<file path="src/rtl/xgriscv_dmem_ctrl_pkg.sv">
// Shared definitions for the xgriscv data-memory controller: access size codes,
// FSM state encoding and address-offset helpers.
package xgriscv_dmem_ctrl_pkg;

   // Access size codes carried on req_size; 2'b11 is reserved and treated as word.
   localparam logic [1:0] XG_SIZE_B = 2'b00;
   localparam logic [1:0] XG_SIZE_H = 2'b01;
   localparam logic [1:0] XG_SIZE_W = 2'b10;

   typedef enum logic [1:0] {
      StIdle   = 2'd0,
      StAccess = 2'd1,
      StDone   = 2'd2
   } dmem_state_e;

   // Byte offset with the bits that would break natural alignment cleared.
   function automatic logic [1:0] align_off(input logic [1:0] size, input logic [1:0] off);
      case (size)
         XG_SIZE_B: return off;
         XG_SIZE_H: return {off[1], 1'b0};
         default:   return 2'b00;
      endcase
   endfunction

   // True when the offset is not a multiple of the access size.
   function automatic logic is_misaligned(input logic [1:0] size, input logic [1:0] off);
      return off != align_off(size, off);
   endfunction

endpackage

</file>
<file path="src/rtl/xgriscv_lsu_align.sv">
// Combinational lane steering for the data-memory controller: byte strobes and
// lane-replicated store data on the way out, lane extraction plus sign/zero
// extension of the read word on the way back. The offset must already be aligned.
module xgriscv_lsu_align
   import xgriscv_dmem_ctrl_pkg::*;
(
   input  logic [1:0]  size,
   input  logic [1:0]  off,
   input  logic [31:0] wdata,
   input  logic        uns,
   input  logic [31:0] rword,
   output logic [3:0]  be,
   output logic [31:0] wdata_rep,
   output logic [31:0] rdata_ext
);

   logic [31:0] rsh_b;
   logic [31:0] rsh_h;

   // Strobe/replication for stores and lane extraction for loads, selected by size.
   always_comb begin
      be        = 4'b1111;
      wdata_rep = wdata;
      rdata_ext = rword;
      rsh_b     = rword >> {off, 3'b000};
      rsh_h     = rword >> {off[1], 4'b0000};
      case (size)
         XG_SIZE_B: begin
            be        = 4'b0001 << off;
            wdata_rep = {4{wdata[7:0]}};
            rdata_ext = {{24{~uns & rsh_b[7]}}, rsh_b[7:0]};
         end
         XG_SIZE_H: begin
            be        = 4'b0011 << {off[1], 1'b0};
            wdata_rep = {2{wdata[15:0]}};
            rdata_ext = {{16{~uns & rsh_h[15]}}, rsh_h[15:0]};
         end
         default: begin
            be        = 4'b1111;
            wdata_rep = wdata;
            rdata_ext = rword;
         end
      endcase
   end

endmodule

</file>
<file path="src/rtl/xgriscv_dmem_ctrl.sv">
// Data-memory access controller between the MEM stage and a wait-stated SRAM.
// One request at a time: IDLE -> ACCESS -> DONE -> IDLE, with an ACCESS timeout.
// Optional build macro: XGRISCV_DMEM_MISALIGN_TRAP_EN -- when defined, misaligned
// half/word requests skip ACCESS and complete with rsp_err; otherwise the low
// address bits are cleared and the access proceeds.
module xgriscv_dmem_ctrl
   import xgriscv_dmem_ctrl_pkg::*;
#(
   parameter int unsigned ADDR_W  = 32,
   parameter int unsigned TIMEOUT = 16
) (
   input  logic              clk,
   input  logic              reset,
   input  logic              req_valid,
   output logic              req_ready,
   input  logic              req_we,
   input  logic [1:0]        req_size,
   input  logic              req_unsigned,
   input  logic [ADDR_W-1:0] req_addr,
   input  logic [31:0]       req_wdata,
   output logic              rsp_valid,
   output logic [31:0]       rsp_rdata,
   output logic              rsp_err,
   output logic              mem_en,
   output logic              mem_we,
   output logic [3:0]        mem_be,
   output logic [ADDR_W-1:0] mem_addr,
   output logic [31:0]       mem_wdata,
   input  logic [31:0]       mem_rdata,
   input  logic              mem_ack
);

   localparam int unsigned CntW = $clog2(TIMEOUT + 1);
   localparam logic [CntW-1:0] CntLast = CntW'(TIMEOUT - 1);

   dmem_state_e       state_q, state_d;
   logic [CntW-1:0]   cnt_q, cnt_d;
   logic [31:0]       rdata_q, rdata_d;
   logic              err_q, err_d;

   logic              we_q;
   logic [1:0]        size_q;
   logic              uns_q;
   logic [1:0]        off_q;
   logic [ADDR_W-1:0] addr_q;
   logic [3:0]        be_q;
   logic [31:0]       wdata_q;

   logic              accept;
   logic [1:0]        off_req;
   logic [1:0]        size_sel;
   logic [1:0]        off_sel;
   logic [3:0]        be_calc;
   logic [31:0]       wdata_calc;
   logic [31:0]       rdata_calc;

   assign accept  = req_valid && (state_q == StIdle);
   assign off_req = align_off(req_size, req_addr[1:0]);

   // The aligner is shared: request fields while idle (store side), latched fields
   // during ACCESS (load extraction).
   assign size_sel = (state_q == StIdle) ? req_size : size_q;
   assign off_sel  = (state_q == StIdle) ? off_req  : off_q;

   xgriscv_lsu_align u_align (
      .size      (size_sel),
      .off       (off_sel),
      .wdata     (req_wdata),
      .uns       (uns_q),
      .rword     (mem_rdata),
      .be        (be_calc),
      .wdata_rep (wdata_calc),
      .rdata_ext (rdata_calc)
   );

   // FSM state, timeout counter and response registers.
   always_ff @(posedge clk or negedge reset) begin
      if (!reset) begin
         state_q <= StIdle;
         cnt_q   <= '0;
         rdata_q <= '0;
         err_q   <= 1'b0;
      end else begin
         state_q <= state_d;
         cnt_q   <= cnt_d;
         rdata_q <= rdata_d;
         err_q   <= err_d;
      end
   end

   // Request latch: everything the memory side needs is frozen at accept time.
   always_ff @(posedge clk or negedge reset) begin
      if (!reset) begin
         we_q    <= 1'b0;
         size_q  <= XG_SIZE_B;
         uns_q   <= 1'b0;
         off_q   <= 2'b00;
         addr_q  <= '0;
         be_q    <= 4'b0000;
         wdata_q <= '0;
      end else if (accept) begin
         we_q    <= req_we;
         size_q  <= req_size;
         uns_q   <= req_unsigned;
         off_q   <= off_req;
         addr_q  <= {req_addr[ADDR_W-1:2], 2'b00};
         be_q    <= be_calc;
         wdata_q <= wdata_calc;
      end
   end

   // Next-state logic and handshake outputs.
   always_comb begin
      state_d   = state_q;
      cnt_d     = cnt_q;
      rdata_d   = rdata_q;
      err_d     = err_q;
      req_ready = (state_q == StIdle);
      mem_en    = (state_q == StAccess);
      rsp_valid = (state_q == StDone);
      unique case (state_q)
         StIdle: begin
            if (req_valid) begin
               state_d = StAccess;
               cnt_d   = '0;
               rdata_d = '0;
               err_d   = 1'b0;
`ifdef XGRISCV_DMEM_MISALIGN_TRAP_EN
               if (is_misaligned(req_size, req_addr[1:0])) begin
                  state_d = StDone;
                  err_d   = 1'b1;
               end
`endif
            end
         end
         StAccess: begin
            if (mem_ack) begin
               state_d = StDone;
               err_d   = 1'b0;
               rdata_d = we_q ? 32'h0 : rdata_calc;
            end else if (cnt_q == CntLast) begin
               state_d = StDone;
               err_d   = 1'b1;
               rdata_d = '0;
            end else begin
               cnt_d = cnt_q + 1'b1;
            end
         end
         StDone: begin
            // Response registers only hold data during the DONE pulse.
            state_d = StIdle;
            rdata_d = '0;
            err_d   = 1'b0;
         end
         default: state_d = StIdle;
      endcase
   end

   assign mem_we    = mem_en & we_q;
   assign mem_be    = be_q;
   assign mem_addr  = addr_q;
   assign mem_wdata = wdata_q;
   assign rsp_rdata = rdata_q;
   assign rsp_err   = err_q;

endmodule
</file>
<file path="config.mk">
export PLATFORM = sky130hd
export DESIGN_NAME = xgriscv_dmem_ctrl
export DESIGN_NICKNAME = d
export VERILOG_FILES = /design/src/rtl/xgriscv_dmem_ctrl_pkg.sv /design/src/rtl/xgriscv_lsu_align.sv /design/src/rtl/xgriscv_dmem_ctrl.sv
export SDC_FILE = /design/constraint.sdc
export NUM_CORES = 1
export LEC_CHECK = 0
export ABC_CLOCK_PERIOD_IN_PS = 2950
export CORE_ASPECT_RATIO = 1.1
export CORE_UTILIZATION = 30
export DETAILED_ROUTE_END_ITERATION = 16
export GPL_TIMING_DRIVEN = 0
export PLACE_DENSITY = 0.63
export SLEW_MARGIN = 30
export SYNTH_ARGS = -nofsm -noshare
export SYNTH_HDL_FRONTEND = slang
export SYNTH_HIERARCHICAL = 1
export SYNTH_SLANG_ARGS = --single-unit
</file>
<file path="constraint.sdc">
create_clock -name clk -period 2.95 [get_ports clk]
set_input_delay 0.59 -clock clk [delete_from_list [all_inputs] [get_ports clk]]
set_output_delay 0.59 -clock clk [all_outputs]
set_load 0.01 [all_outputs]
</file>
### Word level (Yosys, flattened, before mapping)

Index checks and enable logic that the tools add are counted.

| storage, ports and cells | value |
|---|---|
| register bits | 112 |
| bits of input ports | 104 |
| output and inout port bits | 105 |
| logic and storage cells | 61 |

| operators by class | value |
|---|---|
| eq/ne operators | 9 |
| shift-type cells | 4 |
| multiplexer cells | 23 |
| bitwise operators | 4 |
| add/sub/neg operators | 1 |
| reduce and logical (&&, ||, !) cells | 9 |

Operators by type and width:

| cell | count |
|---|---|
| two-way mux 32 bit | 4 |
| one-hot mux 32 bit (2 select lines) | 2 |
| one-hot mux 32 bit (3 select lines) | 1 |
| right shift 32 x 5 -> 16 bit | 1 |
| right shift 32 x 5 -> 8 bit | 1 |
| two-way mux 5 bit | 3 |
| two-way mux 2 bit | 5 |
| one-hot mux 5 bit (2 select lines) | 1 |
| one-hot mux 2 bit (2 select lines) | 2 |
| one-hot mux 4 bit (2 select lines) | 1 |
| == test 2 x 1 -> 1 bit (second input constant) | 3 |
| logical NOT 2 bit | 3 |
| != test 2 bit (second input constant) | 3 |
| adder 5 x 1 -> 5 bit (second input constant) | 1 |
| == test 5 x 4 -> 1 bit (second input constant) | 1 |
| AND reduction 4 bit | 1 |
| << shifter 1 x 2 -> 4 bit (first input constant) | 1 |
| << shifter 2 x 2 -> 4 bit (first input constant) | 1 |
| bitwise AND 1 bit | 3 |
| two-way mux 1 bit | 3 |
| != test 3 x 1 -> 1 bit (second input constant) | 1 |
| one-hot mux 1 bit (3 select lines) | 1 |
| AND reduction 3 bit | 1 |
| nonzero test 3 bit | 1 |
| other kinds (5) | 5 |

### Logic depth before layout (Yosys ltp)

Gate-level depths: netlist of run 1.

| logic depth | value |
|---|---|
| depth in word-level cells | 9 |
| mapped depth | 11 |

### Modules after synthesis

Netlist of run 1, hierarchy kept.

Modules (own cells, without submodules):

| module | cells an instance | instances | area each (sq um) | seq. area each (sq um) |
|---|---|---|---|---|
| xgriscv_dmem_ctrl | 427 | 1 | 4,315.4 | 2,802.7 |
| xgriscv_lsu_align | 188 | 1 | 1,258.7 | 0.0 |

### Worst setup path after synthesis of run 1

No wires, ideal clock.

| timing | value |
|---|---|
| kind | input to register |
| from | input port req_size[1] |
| to | register rdata_q[11], in the netlist rsp_rdata[11] |
| path slack | 576 ps |
| stages | 8 |
| data required time | 2,829 ps |
| library setup time | 121 ps |
| arrival time | 2,253 ps |
| path buffers | 1 |
| path through | nor2_1 -> nand2_1 -> o31ai_1 -> mux2_2 -> a22oi_4 -> buf_4 -> o221ai_1 -> a22o_1 |

| between the ends | value |
|---|---|
| cells in the longest elaborated chain, start to end | 9 |

Ends and longest elaborated chain:

| item | line | RTL |
|---|---|---|
| start: declaration | xgriscv_dmem_ctrl.sv:17 | `input logic [1:0] req_size,` |
| == test 2 x 1 -> 1 bit / logical NOT 2 bit (equally long branches) | xgriscv_dmem_ctrl_pkg.sv:18 | `case (size)` |
| one-hot mux 2 bit (2 select lines) * | xgriscv_dmem_ctrl_pkg.sv:18 |  |
| two-way mux 2 bit * | xgriscv_dmem_ctrl.sv:63 | `assign off_sel = (state_q == StIdle) ? off_req : off_q;` |
| via off_sel[0] | xgriscv_dmem_ctrl.sv:52 | `logic [1:0] off_sel;` |
| right shift 32 x 5 -> 8 bit * | xgriscv_lsu_align.sv:25 | `rsh_b = rword >> {off, 3'b000};` |
| bitwise AND 1 bit * | xgriscv_lsu_align.sv:31 | `rdata_ext = {{24{~uns & rsh_b[7]}}, rsh_b[7:0]};` |
| one-hot mux 32 bit (2 select lines) * | xgriscv_lsu_align.sv:27 | `case (size)` |
| via rdata_calc[11] | xgriscv_dmem_ctrl.sv:55 | `logic [31:0] rdata_calc;` |
| two-way mux 32 bit * | xgriscv_dmem_ctrl.sv:140 | `rdata_d = we_q ? 32'h0 : rdata_calc;` |
| two-way mux 32 bit * | xgriscv_dmem_ctrl.sv:137 | `if (mem_ack) begin` |
| one-hot mux 32 bit (3 select lines) * | xgriscv_dmem_ctrl.sv:121 | `unique case (state_q)` |
| end signal: assignment | xgriscv_dmem_ctrl.sv:86 | `rdata_q <= rdata_d;` |
| end: declaration | xgriscv_dmem_ctrl.sv:38 | `logic [31:0] rdata_q, rdata_d;` |

Mark *: on every way through the listed nets, which the timed path passes. The rest lies on a longest branch.
A chain may end at the register's enable or synchronous reset.

### Worst setup path in the final report of run 1

| timing | value |
|---|---|
| from | input port req_size[1] |
| to | register rdata_q[12], in the netlist rsp_rdata[12] |

Same word-level chain as after synthesis.

==> out/results.ini, run 1 <==
[run_status]
status=complete, no violations

[layout]
nets=940
layout-drive-gt1-share_pct=9.90
n_antenna_cell=0
nFillCells=1738
area_growth_pct=47.9

[critical_path]
cpMaxStageDelayCell=clkdlybuf4s50_1
startpoint=req_size[1]
cp.required_ps=3190
crit_fanout=10
reg2reg_from=state_q[1]$_DFFE_PN0P_
r2r_cells=7
path_class=in -> reg
cp_top_family=compound AO/OA/AOI/OAI gates
cp.buffers_inverters=2
cp_num_cells=9
rrSetupSlack_ps=310
cpPeakStageDelay_ps=480
reg2reg_to=rsp_rdata[15]$_DFFE_PN0P_
endpoint_kind=flop
startpoint_type=input pin
setup.worst_path.end=rsp_rdata[12]$_DFFE_PN0P_
path_cells=clkdlybuf4s50_1, nor2_1, nand2_1, o31ai_2, mux2_2, a22oi_4, buf_4, o221ai_1, a22o_1
worstPathArrival_ps=2970

[sta]
setup_viol=0
rsz0062_at_grt=false
relSlewSlack_pct=51.5
fin_skew_ps=9.19
worstMarginPinSlew_ps=725
min_period_ps=2740
drv_slew=0
fin_crit_sh_pct=92.8
hold_violations=0
fmax_ghz=0.365
setup_tns_ps=0

[power_and_ir_drop]
pwr-share-clk_pct=15.9
leakage_nw=3.86
sw_frac_of_total_pct=37.5
vdd_drop_max_mv=0.355
combPwrFrac_pct=50.4
switching_power_mw=2.75
power.total_mw=7.33
power_density_mw_per_mm2=888
internal_power_mw=4.58
seqPwrFrac_pct=33.7

[die]
io_pins=209
start_util_pct=31.1
die_x_um=132
die_y_um=145
core_area_mm2=0.0179
fp-row-count=51
dieArea_mm2=0.0191

[synth]
synth-edff-count=0
synth_area_leaders=dfrtp_1, nand2_1, a22o_1, mux2i_1, buf_2
synth_area_mm2=0.00557
yosysSeqAreaShare_pct=50.3
netlist_top_cells_count=nand2_1, dfrtp_1, a22o_1
ys_warn_count=6
yosysTopAreaCell=dfrtp_1
synth-main-ff-cell=dfrtp_1
yosysMostFrequentCell=nand2_1
ys_types=44
ys_async_sr_fraction_pct=100
ys_ff_latch=112
syn_inst=615
synth_top_area_share_pct=50.3
syn_area_per_cell_um2=9.06

[route]
drt-wirelength-per-cell_um=16.4
top_layer=met4
antenna_left=0
via_per_inst=4.72
dr_wl_met3_mm=1.41
drt-initial-drc-count=273
dr_wl_met2_mm=8.13
m1WireLength_mm=7.74
vias=5075
wl_mm=17.7
drc=0
dr.pass1.iters=5

[global_routing]
grt_max_degree=77
grt_pass1_vias=5070
antenna_found_initial=0
grt_remaining_overflow=0
track_usage_pct=18.9
grt_first_pass_wirelength_mm=28.1

[cts]
numCtsBuffers=9
clkLatencyLatePin_ps=350
cts_hold_buf=0
cts_tree=built
h-tree-depth=3
postCtsSetupBuffers=0
cts_resized=1
root_buffer=clkbuf_16
clk_path_buf_depth=2
path_clk_slew_ps=80
cts.sinks=112

[placed_design]
port_buffers=206
post-dp-hpwl_mm=13.3
routabilityCongestion=0.811

[job]
drv_cap=0

[min_path]
hold_class=in -> async

## worst min path at each step
| stage | start | endpoint | slack, ps | cells past startpoint |
|---|---|---|---|---|
| after global routing | reset | rsp_rdata[6]$_DFFE_PN0P_ | 110 | 1 |
| final | reset | rsp_rdata[6]$_DFFE_PN0P_ | 100 | 1 |
| after floorplan | reset | cnt_q[0]$_DFFE_PN0P_ | 290 | 0 |
| after detailed placement | size_q[1]$_DFFE_PN0P_ | size_q[1]$_DFFE_PN0P_ | 460 | 2 |
| after CTS | reset | rsp_rdata[6]$_DFFE_PN0P_ | 100 | 1 |
| after global placement | size_q[0]$_DFFE_PN0P_ | size_q[0]$_DFFE_PN0P_ | 460 | 2 |
## power groups by stage
stage	registers [mW]	clock network (mW)	logic, mW
2_1_floorplan	2.71	0	1.61
3_3_place_gp	2.48	0	3.70
3_5_place_dp	2.48	0	3.73
4_1_cts	2.47	1.21	3.74
5_1_grt	2.55	1.26	4.03
6_report	2.47	1.17	3.69
## layout by cell type (no fill, tap or decap), types with 2 or more instances in the layout
cell and count:
a21oi_1 2, a221o_1 7, a22o_1 33, a22oi_1 7, and2_1 2, and3_1 2
buf_2 28, buf_4 13, buf_6 3, clkbuf_1 10, clkbuf_16 9, clkdlybuf4s50_1 205
conb_1 2, dfrtp_1 112, ha_1 2, inv_1 7, mux2_2 11, mux2_4 2
mux2i_1 16, nand2_1 252, nand2b_1 3, nand3_1 2, nor2_1 17, nor2b_1 21
nor3_2 2, o21ai_0 13, o21bai_1 4, o221ai_1 7, o22ai_1 18, or2_2 2
## cell families (layout without fill, tap and decap cells)
kind of cell	after synthesis	in the layout	synth area share [%]
buf+inv	60	282	5.95
fa+ha+maj	2	2	0.449
simple gates	309	309	23.2
other cells	1	2	0.0673
compound gates	102	102	14.5
flops	112	112	50.3
mux	29	29	5.63
## routing by layer
metal / up-vias / GRT usage [%]
li1: 2494 / -
met3: 26 / 5.28
met5: - / 0
met4: 0 / 6.74
met2: 193 / 30.1
met1: 2362 / 24.4
## flip-flops by register name, summed over array words and instances, names as in the netlist
signal and count:
mem_wdata 32, rsp_rdata 32, mem_addr 30, cnt_q 5, mem_be 4, off_q 2
size_q 2, state_q 2, rsp_err 1, uns_q 1, we_q 1
## area by class of cell
cell class | instances | area (um2) | share of cell area, %
sequential | 112 | 2800 | 34.0
tap | 238 | 298 | 3.61
inverter | 7 | 26.3 | 0.319
multi-input combinational | 444 | 2450 | 29.7
clock buffer | 10 | 229 | 2.78
buffer | 53 | 305 | 3.70
clock inverter | 5 | 41.3 | 0.501
timing repair buffer | 207 | 2090 | 25.4
## stage by stage
stage	area (um2)	instances	utilization, %	hold slack [ps]	worst slack (ps)
after global routing	8250	1076	46.0	111	72.1
after CTS	8250	1076	46.0	96.9	190
after global placement	7940	1060	44.3	457	-3360
after detailed placement	7970	1061	44.4	461	-424
final	8250	1076	46.0	98.4	213
after floorplan	5580	616	-	294	576
Note: power is estimated with default switching activity, not from simulation.
==> run 2, diff against run 1 <==
CTS_BUF_LIST = sky130_fd_sc_hd__clkbuf_8   (was not set)
==> out/results.ini, run 2 (synthesis results as in run 1) <==
[run_status]
status=complete, no violations  ; unchanged

[power_and_ir_drop]
internal_power_mw=4.30  ; was 4.58 mW
combPwrFrac_pct=52.6  ; was 50.4%
vdd_drop_max_mv=0.417  ; was 0.355 mV
power_density_mw_per_mm2=862  ; was 888 mW/mm2
power.total_mw=7.02  ; was 7.33 mW
pwr-share-clk_pct=12.3  ; was 15.9%
leakage_nw=3.82  ; was 3.86 nW
sw_frac_of_total_pct=38.7  ; was 37.5%
switching_power_mw=2.72  ; was 2.75 mW
seqPwrFrac_pct=35.1  ; was 33.7%

[cts]
postCtsSetupBuffers=0  ; unchanged
cts_resized=0  ; was 1
h-tree-depth=3  ; unchanged
numCtsBuffers=9  ; unchanged
cts_tree=built  ; unchanged
cts_hold_buf=0  ; unchanged
path_clk_slew_ps=110  ; was 80 ps
root_buffer=clkbuf_8  ; was clkbuf_16
clk_path_buf_depth=2  ; unchanged
clkLatencyLatePin_ps=390  ; was 350 ps
cts.sinks=112  ; unchanged

[critical_path]
path_cells=clkdlybuf4s50_1, nor2_1, nand2_1, o31ai_2, mux2_2, a22oi_4, buf_4, o221ai_1, a22o_1  ; unchanged
cp_top_family=compound AO/OA/AOI/OAI gates  ; unchanged
path_class=in -> reg  ; unchanged
cpPeakStageDelay_ps=480  ; about the same
cpMaxStageDelayCell=clkdlybuf4s50_1  ; unchanged
cp.buffers_inverters=2  ; unchanged
startpoint_type=input pin  ; unchanged
cp.required_ps=3230  ; was 3190 ps
crit_fanout=10  ; unchanged
worstPathArrival_ps=2980  ; was 2970 ps
endpoint_kind=flop  ; unchanged

[sta]
setup_viol=0  ; unchanged
fmax_ghz=0.370  ; was 0.365 GHz
finalWorstSetupSlack_ps=246  ; was 213 ps
min_period_ps=2700  ; was 2740 ps
worstMarginPinSlew_ps=748  ; was 725 ps
rsz0062_at_grt=false  ; unchanged
fin_crit_sh_pct=91.7  ; was 92.8%
fin_skew_ps=16.1  ; was 9.19 ps
relSlewSlack_pct=49.9  ; was 51.5%
drv_slew=0  ; unchanged
hold_violations=0  ; unchanged

[layout]
layout-drive-gt1-share_pct=9.90  ; unchanged
area_growth_pct=46.1  ; was 47.9%
n_antenna_cell=0  ; unchanged
final_cell_mix=nand2_1, clkdlybuf4s50_1, dfrtp_1, a22o_1, buf_2  ; unchanged
nets=940  ; unchanged
mostFrequentLayoutCell=nand2_1  ; unchanged

[route]
vias=5047  ; was 5075
via_per_inst=4.69  ; was 4.72
drt-initial-drc-count=313  ; was 273
dr.pass1.iters=4  ; was 5
antenna_left=0  ; unchanged
wl_mm=17.7  ; about the same
drt-wirelength-per-cell_um=16.4  ; about the same
drc=0  ; unchanged

[die]
fp-row-count=51  ; unchanged
dieArea_mm2=0.0191  ; unchanged
start_util_pct=31.1  ; unchanged
die_x_um=132  ; unchanged
core_area_mm2=0.0179  ; unchanged
die_y_um=145  ; unchanged
io_pins=209  ; unchanged

[placed_design]
port_buffers=206  ; unchanged
post-dp-hpwl_mm=13.3  ; unchanged
post-place-ws_ps=-424  ; unchanged
routabilityCongestion=0.811  ; unchanged

[global_routing]
grt_first_pass_wirelength_mm=28.2  ; was 28.1 mm
grt_max_degree=77  ; unchanged
grt_remaining_overflow=0  ; unchanged
antenna_found_initial=0  ; unchanged
track_usage_pct=19.0  ; was 18.9%
grt_pass1_vias=5072  ; was 5070

[min_path]
hold_class=in -> async  ; unchanged

[job]
drv_cap=0  ; unchanged

[run 2: cell types whose count changed in the layout (fill, tap and decap cells not counted)]
cell / before / now
clkbuf_8: 0 / 9
clkbuf_16: 9 / 0
clkbuf_1: 10 / 9
inv_1: 7 / 8
[run 2: layout make-up]
type / instances / area [um2]
Buffer: 53 / 305
Clock buffer: 9 / 124
Clock inverter: 6 / 45.0
Fill cell: 1755 / 9790
Inverter: 7 / 26.3
Multi-Input combinational cell: 444 / 2450
Sequential cell: 112 / 2800
Tap cell: 238 / 298
Timing Repair Buffer: 207 / 2090
[run 2: through the flow]
step | hold slack (ps) | setup TNS [ps] | cells | cell area (um2) | utilization (%)
floorplan | 294 | 0 | 616 | 5580 | -
global placement | 457 | -384510 | 1060 | 7940 | 44.3
detailed placement | 461 | -9690 | 1061 | 7970 | 44.4
CTS | 40.4 | 0 | 1076 | 8140 | 45.4
global route | 48.4 | 0 | 1076 | 8140 | 45.4
finish | 50.3 | 0 | 1076 | 8140 | 45.4
[run 2: power groups by stage]
stage	Sequential [mW]	Combinational [mW]	Clock, mW
5_1_grt	2.54	4.03	0.960
3_3_place_gp	2.48	3.70	0
6_report	2.46	3.70	0.865
3_5_place_dp	2.48	3.73	0
2_1_floorplan	2.71	1.61	0
4_1_cts	2.47	3.74	0.905
[run 2: worst paths after layout]
| kind | startpoint | endpoint | slack, ps | depth (start not counted) |
|---|---|---|---|---|
| setup / recovery | req_size[1] | rsp_rdata[12]$_DFFE_PN0P_ | 250 | 9 |
| hold / removal | reset | rsp_rdata[6]$_DFFE_PN0P_ | 50 | 1 |
| setup reg to reg | state_q[1]$_DFFE_PN0P_ | rsp_rdata[15]$_DFFE_PN0P_ | 280 | 7 |
| hold reg to reg | mem_addr[25]$_DFFE_PN0P_ | mem_addr[25]$_DFFE_PN0P_ | 480 | 2 |
| max in group asynchronous | reset | mem_wdata[18]$_DFFE_PN0P_ | 2220 | 2 |
| min in group clk | mem_addr[25]$_DFFE_PN0P_ | mem_addr[25]$_DFFE_PN0P_ | 480 | 2 |
[run 2: routing by layer]
layer	vias up	GRT usage (%)	part of all wire, %
met5	-	0	0
met4	0	7.62	2.3
met3	24	5.28	7.9
met2	190	30.1	46
met1	2342	24.4	44
li1	2491	-	-
==> run 3, diff against run 2 <==
PLACE_DENSITY = 0.56   (was 0.63)
==> out/results.ini, run 3 (synthesis results as in run 1) <==
[run_status]
status=complete, no violations  ; unchanged

[placed_design]
post-place-cells=1061  ; unchanged
routabilityCongestion=0.865  ; was 0.811
post-dp-hpwl_mm=13.8  ; was 13.3 mm
port_buffers=206  ; unchanged

[critical_path]
cp.required_ps=3220  ; was 3230 ps
path_class=reg -> reg  ; was in -> reg
cp.buffers_inverters=2  ; unchanged
worstPathArrival_ps=3030  ; was 2980 ps
cpPeakStageDelay_ps=560  ; was 480 ps
path_cells=buf_2, nor2_1, mux2_2, buf_2, nor2_1, a221oi_1, a22o_1  ; was clkdlybuf4s50_1, nor2_1, nand2_1, o31ai_2, mux2_2, a22oi_4, buf_4, o221ai_1, a22o_1
crit_fanout=10  ; unchanged
startpoint_type=flop  ; was input pin
reg2reg_from=state_q[1]$_DFFE_PN0P_  ; unchanged
cp_top_family=simple AND/OR/NAND/NOR gates  ; was compound AO/OA/AOI/OAI gates
endpoint_kind=flop  ; unchanged
cpMaxStageDelayCell=nor2_1  ; was clkdlybuf4s50_1
reg2reg_to=rsp_rdata[15]$_DFFE_PN0P_  ; unchanged
r2r_cells=7  ; unchanged
rrSetupSlack_ps=190  ; was 280 ps

[layout]
nets=940  ; unchanged
layout-drive-gt1-share_pct=9.90  ; unchanged
mostFrequentLayoutCell=nand2_1  ; unchanged
n_antenna_cell=0  ; unchanged
final_cell_mix=nand2_1, clkdlybuf4s50_1, dfrtp_1, a22o_1, buf_2  ; unchanged
fin_cells=1076  ; unchanged
area_growth_pct=47.0  ; was 46.1%
postLayoutCoreUtil_pct=45.7  ; was 45.4%

[sta]
hold_violations=0  ; unchanged
setup_viol=0  ; unchanged
fmax_ghz=0.363  ; was 0.370 GHz
min_period_ps=2760  ; was 2700 ps
fin_crit_sh_pct=93.5  ; was 91.7%
rsz0062_at_grt=false  ; unchanged
drv_slew=0  ; unchanged
relSlewSlack_pct=53.7  ; was 49.9%
fin_skew_ps=10.2  ; was 16.1 ps
worstMarginPinSlew_ps=693  ; was 748 ps

[route]
drt-initial-drc-count=318  ; was 313
drt-wirelength-per-cell_um=16.9  ; was 16.4 um
wl_mm=18.2  ; was 17.7 mm
dr.pass1.iters=5  ; was 4
dr_wl_met2_mm=8.45  ; was 8.15 mm
via_per_inst=4.86  ; was 4.69
m1WireLength_mm=7.81  ; was 7.74 mm
drc=0  ; unchanged
top_layer=met4  ; unchanged
dr_wl_met3_mm=1.33  ; was 1.40 mm
antenna_left=0  ; unchanged
vias=5227  ; was 5047

[die]
io_pins=209  ; unchanged
die_x_um=132  ; unchanged
start_util_pct=31.1  ; unchanged
die_y_um=145  ; unchanged
dieArea_mm2=0.0191  ; unchanged
core_area_mm2=0.0179  ; unchanged
fp-row-count=51  ; unchanged

[global_routing]
grt_max_degree=82  ; was 77
grt_pass1_vias=5205  ; was 5072
track_usage_pct=19.0  ; about the same
grt_first_pass_wirelength_mm=28.3  ; was 28.2 mm
grt_remaining_overflow=0  ; unchanged
antenna_found_initial=0  ; unchanged

[power_and_ir_drop]
vdd_drop_max_mv=0.365  ; was 0.417 mV
power_density_mw_per_mm2=880  ; was 862 mW/mm2
leakage_nw=3.84  ; was 3.82 nW

[cts]
path_clk_slew_ps=100  ; was 110 ps
cts_hold_buf=0  ; unchanged
numCtsBuffers=9  ; unchanged
clkLatencyLatePin_ps=380  ; was 390 ps
clk_path_buf_depth=2  ; unchanged
h-tree-depth=3  ; unchanged
cts_tree=built  ; unchanged
root_buffer=clkbuf_8  ; unchanged
cts.sinks=112  ; unchanged

[min_path]
hold_class=in -> async  ; unchanged

[job]
drv_cap=0  ; unchanged

[run 3: power by group]
group	switching, mW	internal, mW	leakage, nW	total, mW
combinational	1.83	1.87	2.29	3.71
sequential	0.345	2.12	1.43	2.47
clock	0.521	0.517	0.117	1.04
[run 3: layer usage]
metal	global-route usage (%)	vias up
li1	-	2496
met1	23.8	2488
met2	30.6	209
met3	4.75	34
met4	9.24	0
met5	0	-
[run 3: worst max-delay path by stage]
stage / startpoint / end / depth (start not counted)
after floorplan: req_size[1] / rsp_rdata[11]$_DFFE_PN0P_ / 8
final: state_q[1]$_DFFE_PN0P_ / rsp_rdata[15]$_DFFE_PN0P_ / 7
after global placement: reset / mem_wdata[23]$_DFFE_PN0P_ / 1
after detailed placement: req_size[1] / rsp_rdata[14]$_DFFE_PN0P_ / 9
after CTS: req_size[1] / rsp_rdata[14]$_DFFE_PN0P_ / 9
after global routing: state_q[1]$_DFFE_PN0P_ / rsp_rdata[15]$_DFFE_PN0P_ / 7
[run 3: layout make-up]
cell class	instances	area, um2
Inverter	7	26.3
Multi-Input combinational cell	444	2450
Buffer	53	305
Clock buffer	11	151
Clock inverter	4	68.8
Tap cell	238	298
Timing Repair Buffer	207	2090
Sequential cell	112	2800
Fill cell	1729	9740
[run 3: what timing repair did]
item                       in CTS  in global routing
setup buffers                   0                  0
gates resized for setup         0                  1
setup endpoints to repair       0                 27
[run 3: worst reg2reg max path, stage by stage (launching register included)]
cell,delay (ps)
dfrtp_1,400
buf_2,190
nor2_1,330
mux2_2,450
buf_2,200
nor2_1,560
a221oi_1,260
a22o_1,260
[run 3: through the flow]
stage | power [mW] | instance area [um2] | hold slack, ps | worst slack (ps) | TNS (ps)
after floorplan | 4.33 | 5580 | 294 | 576 | 0
after global placement | 6.18 | 7940 | 457 | -3170 | -362040
after detailed placement | 6.23 | 7970 | 461 | -395 | -8810
after CTS | 7.30 | 8190 | 35.0 | 13.8 | 0
after global routing | 7.71 | 8200 | 44.6 | 62.0 | 0
final | 7.21 | 8200 | 43.2 | 192 | 0
